## src/rtl/bit_deserializer.sv

```systemverilog
`default_nettype none
// ============================================================================
// Module   : bit_deserializer
// Purpose  : Collects qualified serial bits into a WIDTH-bit parallel word and
//            presents each completed word on a valid/ready port through a
//            one-entry holding register, with sticky overflow reporting.
// Build    : define PARITY_CHK_EN to append one even-parity bit per frame
//            (checked on arrival, reported on par_err alongside the word).
// Ports    : clk      - rising-edge clock
//            rst      - asynchronous reset, active-low
//            d        - serial data bit, sampled only when en=1
//            en       - bit-valid strobe, one bit consumed per edge
//            clr      - synchronous frame restart, also clears ovf
//            q        - assembled parallel word (holding register)
//            q_valid  - q holds an undelivered word
//            q_ready  - consumer accepts q when q_valid & q_ready
//            busy     - partial frame in progress
//            ovf      - sticky: a completed word was dropped
//            par_err  - parity error for the word in q (0 without parity)
// Revision : 1.0 - initial release
// ============================================================================
module bit_deserializer #(
    parameter int unsigned WIDTH     = 8,
    parameter bit          MSB_FIRST = 1'b1
) (
    input  logic             clk,
    input  logic             rst,
    input  logic             d,
    input  logic             en,
    input  logic             clr,
    output logic [WIDTH-1:0] q,
    output logic             q_valid,
    input  logic             q_ready,
    output logic             busy,
    output logic             ovf,
    output logic             par_err
);

    localparam int unsigned      CNT_W      = $clog2(WIDTH + 1);
    localparam logic [CNT_W-1:0] c_last_bit = CNT_W'(WIDTH - 1);
    localparam logic [CNT_W-1:0] c_cnt_one  = CNT_W'(1);

`ifdef PARITY_CHK_EN
    typedef enum logic [1:0] {
        ST_IDLE  = 2'd0,
        ST_SHIFT = 2'd1,
        ST_PAR   = 2'd2
    } state_t;
`else
    typedef enum logic [1:0] {
        ST_IDLE  = 2'd0,
        ST_SHIFT = 2'd1
    } state_t;
`endif

    state_t           state_q, state_d;
    logic [CNT_W-1:0] cnt_q,   cnt_d;
    logic [WIDTH-1:0] sreg_q,  sreg_d;
    logic [WIDTH-1:0] hold_q,  hold_d;
    logic             valid_q, valid_d;
    logic             ovf_q,   ovf_d;
    logic             busy_q,  busy_d;
    logic             perr_q,  perr_d;

    logic [WIDTH-1:0] w_shifted;   // shift register with d inserted
    logic [WIDTH-1:0] w_word;      // word completed on this edge
    logic             w_done;      // final frame bit sampled on this edge
    logic             w_perr_new;  // parity result for the completing word

    // Shift direction decides which end the first bit ends up at.
    generate
        if (MSB_FIRST) begin : g_msb_first
            assign w_shifted = {sreg_q[WIDTH-2:0], d};
        end else begin : g_lsb_first
            assign w_shifted = {d, sreg_q[WIDTH-1:1]};
        end
    endgenerate

    always_comb begin
        state_d    = state_q;
        cnt_d      = cnt_q;
        sreg_d     = sreg_q;
        hold_d     = hold_q;
        valid_d    = valid_q;
        ovf_d      = ovf_q;
        perr_d     = perr_q;
        w_done     = 1'b0;
        w_word     = w_shifted;
        w_perr_new = 1'b0;

        // clr has priority over en: the bit on this edge is discarded and a
        // frame completing on this edge is not delivered.
        if (clr) begin
            state_d = ST_IDLE;
            cnt_d   = '0;
            sreg_d  = '0;
            ovf_d   = 1'b0;
        end else if (en) begin
            case (state_q)
                ST_IDLE, ST_SHIFT: begin
                    sreg_d = w_shifted;
                    if (cnt_q == c_last_bit) begin
`ifdef PARITY_CHK_EN
                        // Data complete; the parity bit still follows.
                        cnt_d   = cnt_q + c_cnt_one;
                        state_d = ST_PAR;
`else
                        cnt_d   = '0;
                        sreg_d  = '0;
                        state_d = ST_IDLE;
                        w_done  = 1'b1;
                        w_word  = w_shifted;
`endif
                    end else begin
                        cnt_d   = cnt_q + c_cnt_one;
                        state_d = ST_SHIFT;
                    end
                end
`ifdef PARITY_CHK_EN
                ST_PAR: begin
                    // Even parity: data bits plus parity bit must XOR to 0.
                    cnt_d      = '0;
                    sreg_d     = '0;
                    state_d    = ST_IDLE;
                    w_done     = 1'b1;
                    w_word     = sreg_q;
                    w_perr_new = ^{sreg_q, d};
                end
`endif
                default: begin
                    cnt_d   = '0;
                    sreg_d  = '0;
                    state_d = ST_IDLE;
                end
            endcase
        end

        // Holding register: load when empty or drained on this same edge,
        // otherwise the completed word is dropped and ovf latches.
        if (w_done && (!valid_q || q_ready)) begin
            hold_d  = w_word;
            valid_d = 1'b1;
            perr_d  = w_perr_new;
        end else if (w_done) begin
            ovf_d = 1'b1;
        end else if (valid_q && q_ready) begin
            valid_d = 1'b0;
        end

        busy_d = (state_d != ST_IDLE);
    end

    always_ff @(posedge clk or negedge rst) begin
        if (!rst) begin
            state_q <= ST_IDLE;
            cnt_q   <= '0;
            sreg_q  <= '0;
            hold_q  <= '0;
            valid_q <= 1'b0;
            ovf_q   <= 1'b0;
            busy_q  <= 1'b0;
            perr_q  <= 1'b0;
        end else begin
            state_q <= state_d;
            cnt_q   <= cnt_d;
            sreg_q  <= sreg_d;
            hold_q  <= hold_d;
            valid_q <= valid_d;
            ovf_q   <= ovf_d;
            busy_q  <= busy_d;
            perr_q  <= perr_d;
        end
    end

    assign q       = hold_q;
    assign q_valid = valid_q;
    assign busy    = busy_q;
    assign ovf     = ovf_q;
`ifdef PARITY_CHK_EN
    assign par_err = perr_q & valid_q;
`else
    assign par_err = 1'b0;
`endif

endmodule
`default_nettype wire

```

## config.mk

```make
export PLATFORM = sky130hd
export DESIGN_NAME = bit_deserializer
export DESIGN_NICKNAME = d
export VERILOG_FILES = /design/src/rtl/bit_deserializer.sv
export SDC_FILE = /design/constraint.sdc
export NUM_CORES = 1
export LEC_CHECK = 0
export ABC_CLOCK_PERIOD_IN_PS = 1600
export CORE_ASPECT_RATIO = 0.75
export CORE_MARGIN = 1
export CORE_UTILIZATION = 41
export CTS_CLUSTER_SIZE = 10
export DETAILED_ROUTE_END_ITERATION = 16
export GPL_TIMING_DRIVEN = 0
export PLACE_DENSITY_LB_ADDON = 0.08
export SETUP_SLACK_MARGIN = 0.1
export SKIP_LAST_GASP = 1
export SYNTH_ARGS = -nofsm -noshare
export SYNTH_HDL_FRONTEND = slang
export SYNTH_SLANG_ARGS = --single-unit
```

## constraint.sdc

```tcl
create_clock -name clk -period 1.6 [get_ports clk]
set_clock_uncertainty 0.1 [all_clocks]
set_input_delay 0.32 -clock clk [delete_from_list [all_inputs] [get_ports clk]]
set_output_delay 0.32 -clock clk [all_outputs]
set_load 0.02 [all_outputs]
```

-- After elaboration in Yosys (flattened, before gate mapping)
Cells that the tools add are included.
- add/subtract/negate cells: 1
- multiply operators: 0
- div/mod/pow operators: 0
- $lt $le $gt $ge: 0
- equal/unequal tests: 3
- shift-type cells: 0
- multiplexer cells: 22
- bitwise logic cells: 0
- reductions and logical operators: 10
- operators by type and width (operator ; count):
    7-bit 2-to-1 mux ; 4
    4-bit 2-to-1 mux ; 4
    1-bit 2-to-1 mux ; 11
    2-bit 2-to-1 mux ; 3
    2-bit nonzero test ; 3
    4-bit by 1-bit adder with 4-bit output (second input constant) ; 1
    4-bit by 3-bit == test with 1-bit output (second input constant) ; 1
    2-bit by 1-bit == test with 1-bit output (second input constant) ; 1
    1-bit logical AND ; 2
    2-bit logical NOT ; 1
    2-bit by 1-bit != test with 1-bit output (second input constant) ; 1
    2-bit AND reduction ; 1
    2-bit OR reduction ; 1
    1-bit logical NOT ; 1
    1-bit logical OR ; 1
- flip-flop bits (word level): 24
- latch bits: 0
- memory bits (writable): 0
- ROM bits: 0
- word-level logic and storage cells: 43
- memories: 0

-- Logic depth before layout (Yosys ltp)
Gate-level depths: netlist (run 1).
- depth after elaboration: 8
- gate-level depth with buffers: 5

-- Least setup slack after synthesis (run 1)
No wires, ideal clock.
- path kind: register to register
- start: reg cnt_q[0]
- end: reg hold_q[0], in the netlist q[0]
- library setup time: 125 ps
- data arrival time: 1274 ps
- data required time: 1375 ps
- path slack: 101 ps
- cell stages (with the launch flop): 5
- path buffers: 0
- clock period less this slack: 1499 ps
- path through: dfrtp_1 > ha_1 > and3b_1 > nand3_2 > mux2_2
- word-level cells in the longest chain between the ends: 6
- RTL lines (element ; RTL line ; text):
    start, declared ; 57 ; logic [CNT_W-1:0] cnt_q, cnt_d;
    start signal, assigned ; 165 ; cnt_q <= cnt_d;
    4-bit by 3-bit == test with 1-bit output ; 102 ; if (cnt_q == c_last_bit) begin
    1-bit 2-to-1 mux ; 102 ;
    1-bit 2-to-1 mux ; 99 ; case (state_q)
    1-bit 2-to-1 mux ; 98 ; end else if (en) begin
    1-bit 2-to-1 mux ; 93 ; if (clr) begin
    1-bit logical AND ; 140 ; if (w_done && (!valid_q || q_ready)) begin
    end signal, assigned ; 167 ; hold_q <= hold_d;
    end, declared ; 59 ; logic [WIDTH-1:0] hold_q, hold_d;
Every way passes these cells.
A chain may end at the register's enable or synchronous reset.

-- Final worst setup path (run 1)
- start: reg cnt_q[0]
- end: reg hold_q[3], in the netlist q[3]
The elaborated chain is that of the path after synthesis.

==> impl_results.md, run 1 <==
- Fmax: 647 MHz
- Synthesized Nets: 78
- First drt pass iteration count: 10
- Worst hold slack: 76.1 ps
- CP startpoint kind: register
- DRC: 2
- Number of antenna diodes: 0
- Core area: 2100 um^2
- WP buf/inv: 0
- Wire per inst: 13.7 um
- Unrepaired setup endpoints after global routing: true
- Final period util: 0.966
- Final setup vio count: 0
- NumNets Final: 102
- Reg2reg start: cnt_q[0]$_DFFE_PN0P_
- Status: finished, violations left
- Synthesized area: 963 um^2
- Cell variety after synth: 25
- Sink Count: 24
- # port buffers: 16
- Setup CP Type: reg2reg
- Max-cap viol count: 0
- Violated checks: DRC
- Root Driver: clkbuf_4
- FF+latch count, synth: 24
- Pwr Density: 765 nW/um^2
- Final Max Slew Viols: 0
- Vias per inst: 5.50
- Die H: 44.0 um
- FP Rows: 14
- Total Power: 0.942 mW
- FF-to-FF setup slack: 50 ps
- Clk slew on worst S/H paths: 120 ps
- Initial core utilization: 0.458
- Slew @ Worst Pin: 1030 ps
- Critical path data required time: 1690 ps
- Synthesized instance count: 71
- Yosys warnings: 0
- Drt initial violations: 14
- Design area: 1230 um^2
- Delay-heaviest family, CP: simple AND/OR/NAND/NOR gates
- Die X-Extent: 58.0 um
- CP Launch Point: cnt_q[0]$_DFFE_PN0P_
- Total grt overflow: 0
- CP Max Fanout: 8
- Post-synthesis sequential area ratio: 0.623
- DP Worst Slack: -436 ps
- DRT Wirelength: 1600 um
- Leak: 0.662 nW
- Vias in the first global route: 665
- Via count: 643
- Cell breakdown of the critical path: ha_2 -> and3b_2 -> nand3_4 -> mux2_4
- Max-slew headroom: 0.314
- Slowest stage delay, CP: 400 ps
- Hold Buf Count CTS: 0
- Clk Latency, worst-skew pair: 300 ps
- Fraction of layout cells with a size suffix above 1: 0.237
- Final Hold Fails: 0
- Reg2Reg Depth: 4
- Die Area: 2550 um^2
- Worst VDD drop: 0.655 mV
- Net Switching: 0.204 mW
- First-pass GRT wire length: 2980 um
- Top-level I/O count: 18
- Syn_area_per_cell: 13.6 um^2
- Critical-path top delay cell: dfrtp_1
- DP Cell Count: 111
- Combinational share of power: 0.078
- Fill cell count: 193
- Power Internal: 0.739 mW
- P&R area growth vs syn: 27.8%
- CTS tree: built
- Clk buf depth: 2
- Dpl hpwl: 1070 um
- Post-route setup TNS: 0 ps
- CTS H-Tree Depth: 1
- Worst min path class: in2async
- Initial antenna violation count: 0
- ANT nets after route: 0
- Post-route insts no fill: 117
- Sw frac: 0.216
- Final worst setup slack: 54.0 ps
- Cell Area, Placed: 1150 um^2
- Largest net degree at the start of global routing: 25
- Worst endpoint data arrival time: 1640 ps
- Core Util, Final: 0.586
- Gr usage total: 0.161
- Clock Power Share: 0.261
- Flop pwr share: 0.661
- Final RePlAce weighted congestion: 0.660
- Critical Path Stages: 4
- Crit path time final: 1550 ps
- Setup crit end kind: register
- Cts bufs inserted: 3
power groups by stage:
stage          combinational, mW  clock, mW  sequential, mW
2_1_floorplan             0.0307          0           0.637
6_report                  0.0736      0.246           0.623
3_5_place_dp              0.0698          0           0.636
4_1_cts                   0.0743      0.259           0.623
3_3_place_gp              0.0696          0           0.636
5_1_grt                   0.0827      0.282           0.625
registers in the layout, indices dropped and copies added (netlist names):
register,cells
state_q,2
busy,1
cnt_q,4
sreg_q,7
ovf,1
q,8
q_valid,1
metal layers:
metal  vias to the layer above  global-route usage  wire [um]
met5                         -                   0          0
met2                        15               0.246        714
li1                        305                   -          -
met1                       321               0.218        793
met3                         2              0.0537         73
met4                         0              0.0571         19
cell usage in the layout (no fill, tap or decap):
master | synthesis | routed
a21o_1 | 1 | 1
a21oi_1 | 2 | 2
a22o_1 | 7 | 7
and2_1 | 1 | 1
and3b_2 | 0 | 1
buf_4 | 1 | 5
clkbuf_1 | 1 | 1
clkbuf_4 | 0 | 3
clkdlybuf4s15_1 | 0 | 1
clkdlybuf4s50_1 | 0 | 2
conb_1 | 1 | 1
dfrtp_1 | 24 | 23
dfrtp_2 | 0 | 1
dlygate4sd2_1 | 0 | 12
dlymetal6s2s_1 | 0 | 1
ha_2 | 0 | 1
inv_1 | 1 | 1
mux2_2 | 9 | 1
mux2_4 | 0 | 8
nand2_1 | 3 | 3
nand2b_1 | 3 | 3
nand3_1 | 3 | 3
nand3_4 | 0 | 1
nand3b_1 | 1 | 1
nor2_1 | 2 | 2
nor2b_1 | 1 | 1
nor3b_4 | 1 | 1
nor4bb_1 | 1 | 1
o21ai_0 | 2 | 2
o22ai_1 | 1 | 1
or4b_1 | 1 | 1
synthesized netlist by cell type:
master / n / area share
nor2_1: 2 / 0.0078
and3b_1: 1 / 0.0091
nor4bb_1: 1 / 0.010
nand3_1: 3 / 0.016
buf_4: 1 / 0.0078
o21ai_0: 2 / 0.010
or4b_1: 1 / 0.010
conb_1: 1 / 0.0039
nand2b_1: 3 / 0.019
nand2_1: 3 / 0.012
a22o_1: 7 / 0.064
mux2_2: 9 / 0.11
clkbuf_1: 1 / 0.0039
nand3_2: 1 / 0.010
and2_1: 1 / 0.0065
nand3b_1: 1 / 0.0078
nor3b_4: 1 / 0.019
dfrtp_1: 24 / 0.62
a21o_1: 1 / 0.0078
inv_1: 1 / 0.0039
o22ai_1: 1 / 0.0065
a21oi_1: 2 / 0.010
ha_1: 1 / 0.013
buf_2: 1 / 0.0052
nor2b_1: 1 / 0.0065
final cells by class:
cell class | instances | area [um^2] | share of cell area
Buffer | 3 | 18.8 | 0.0152
Clock buffer | 3 | 22.5 | 0.0183
Inverter | 1 | 3.75 | 0.00305
Multi-Input combinational cell | 43 | 384 | 0.312
Sequential cell | 24 | 602 | 0.489
Tap cell | 24 | 30.0 | 0.0244
Timing Repair Buffer | 19 | 170 | 0.138
path summary, 6_finish.rpt:
kind / endpoint
worst max register to register: q[3]$_DFFE_PN0P_
worst max-delay path: q[3]$_DFFE_PN0P_
worst min register to register: state_q[0]$_DFF_PN0_
min in group clk: cnt_q[2]$_DFFE_PN0P_
worst min-delay path: cnt_q[2]$_DFFE_PN0P_
max in group asynchronous: state_q[1]$_DFF_PN0_
kinds of logic (layout without fill, tap and decap cells):
family,Yosys count,count (layout),synth area share
compound gates,13,13,0.0987
simple gates,19,19,0.135
buf+inv,4,26,0.0208
other cells,1,1,0.00389
mux,9,9,0.105
flops,24,24,0.623
fa+ha+maj,1,1,0.0130
repair_timing:
item,CTS,global route
setup buffers,3,0
endpoints found under the setup margin,29,44
pin swaps,3,0
gates resized for setup,24,5
hold endpoints to repair,0,0
Note: power is estimated with default switching activity, not from simulation.
==> inputs of run 2 (changes only) <==
- CTS_CLUSTER_DIAMETER: unset -> 80
==> results of run 2 <==
The final DEF is identical to that of run 1; final timing and power are the same.
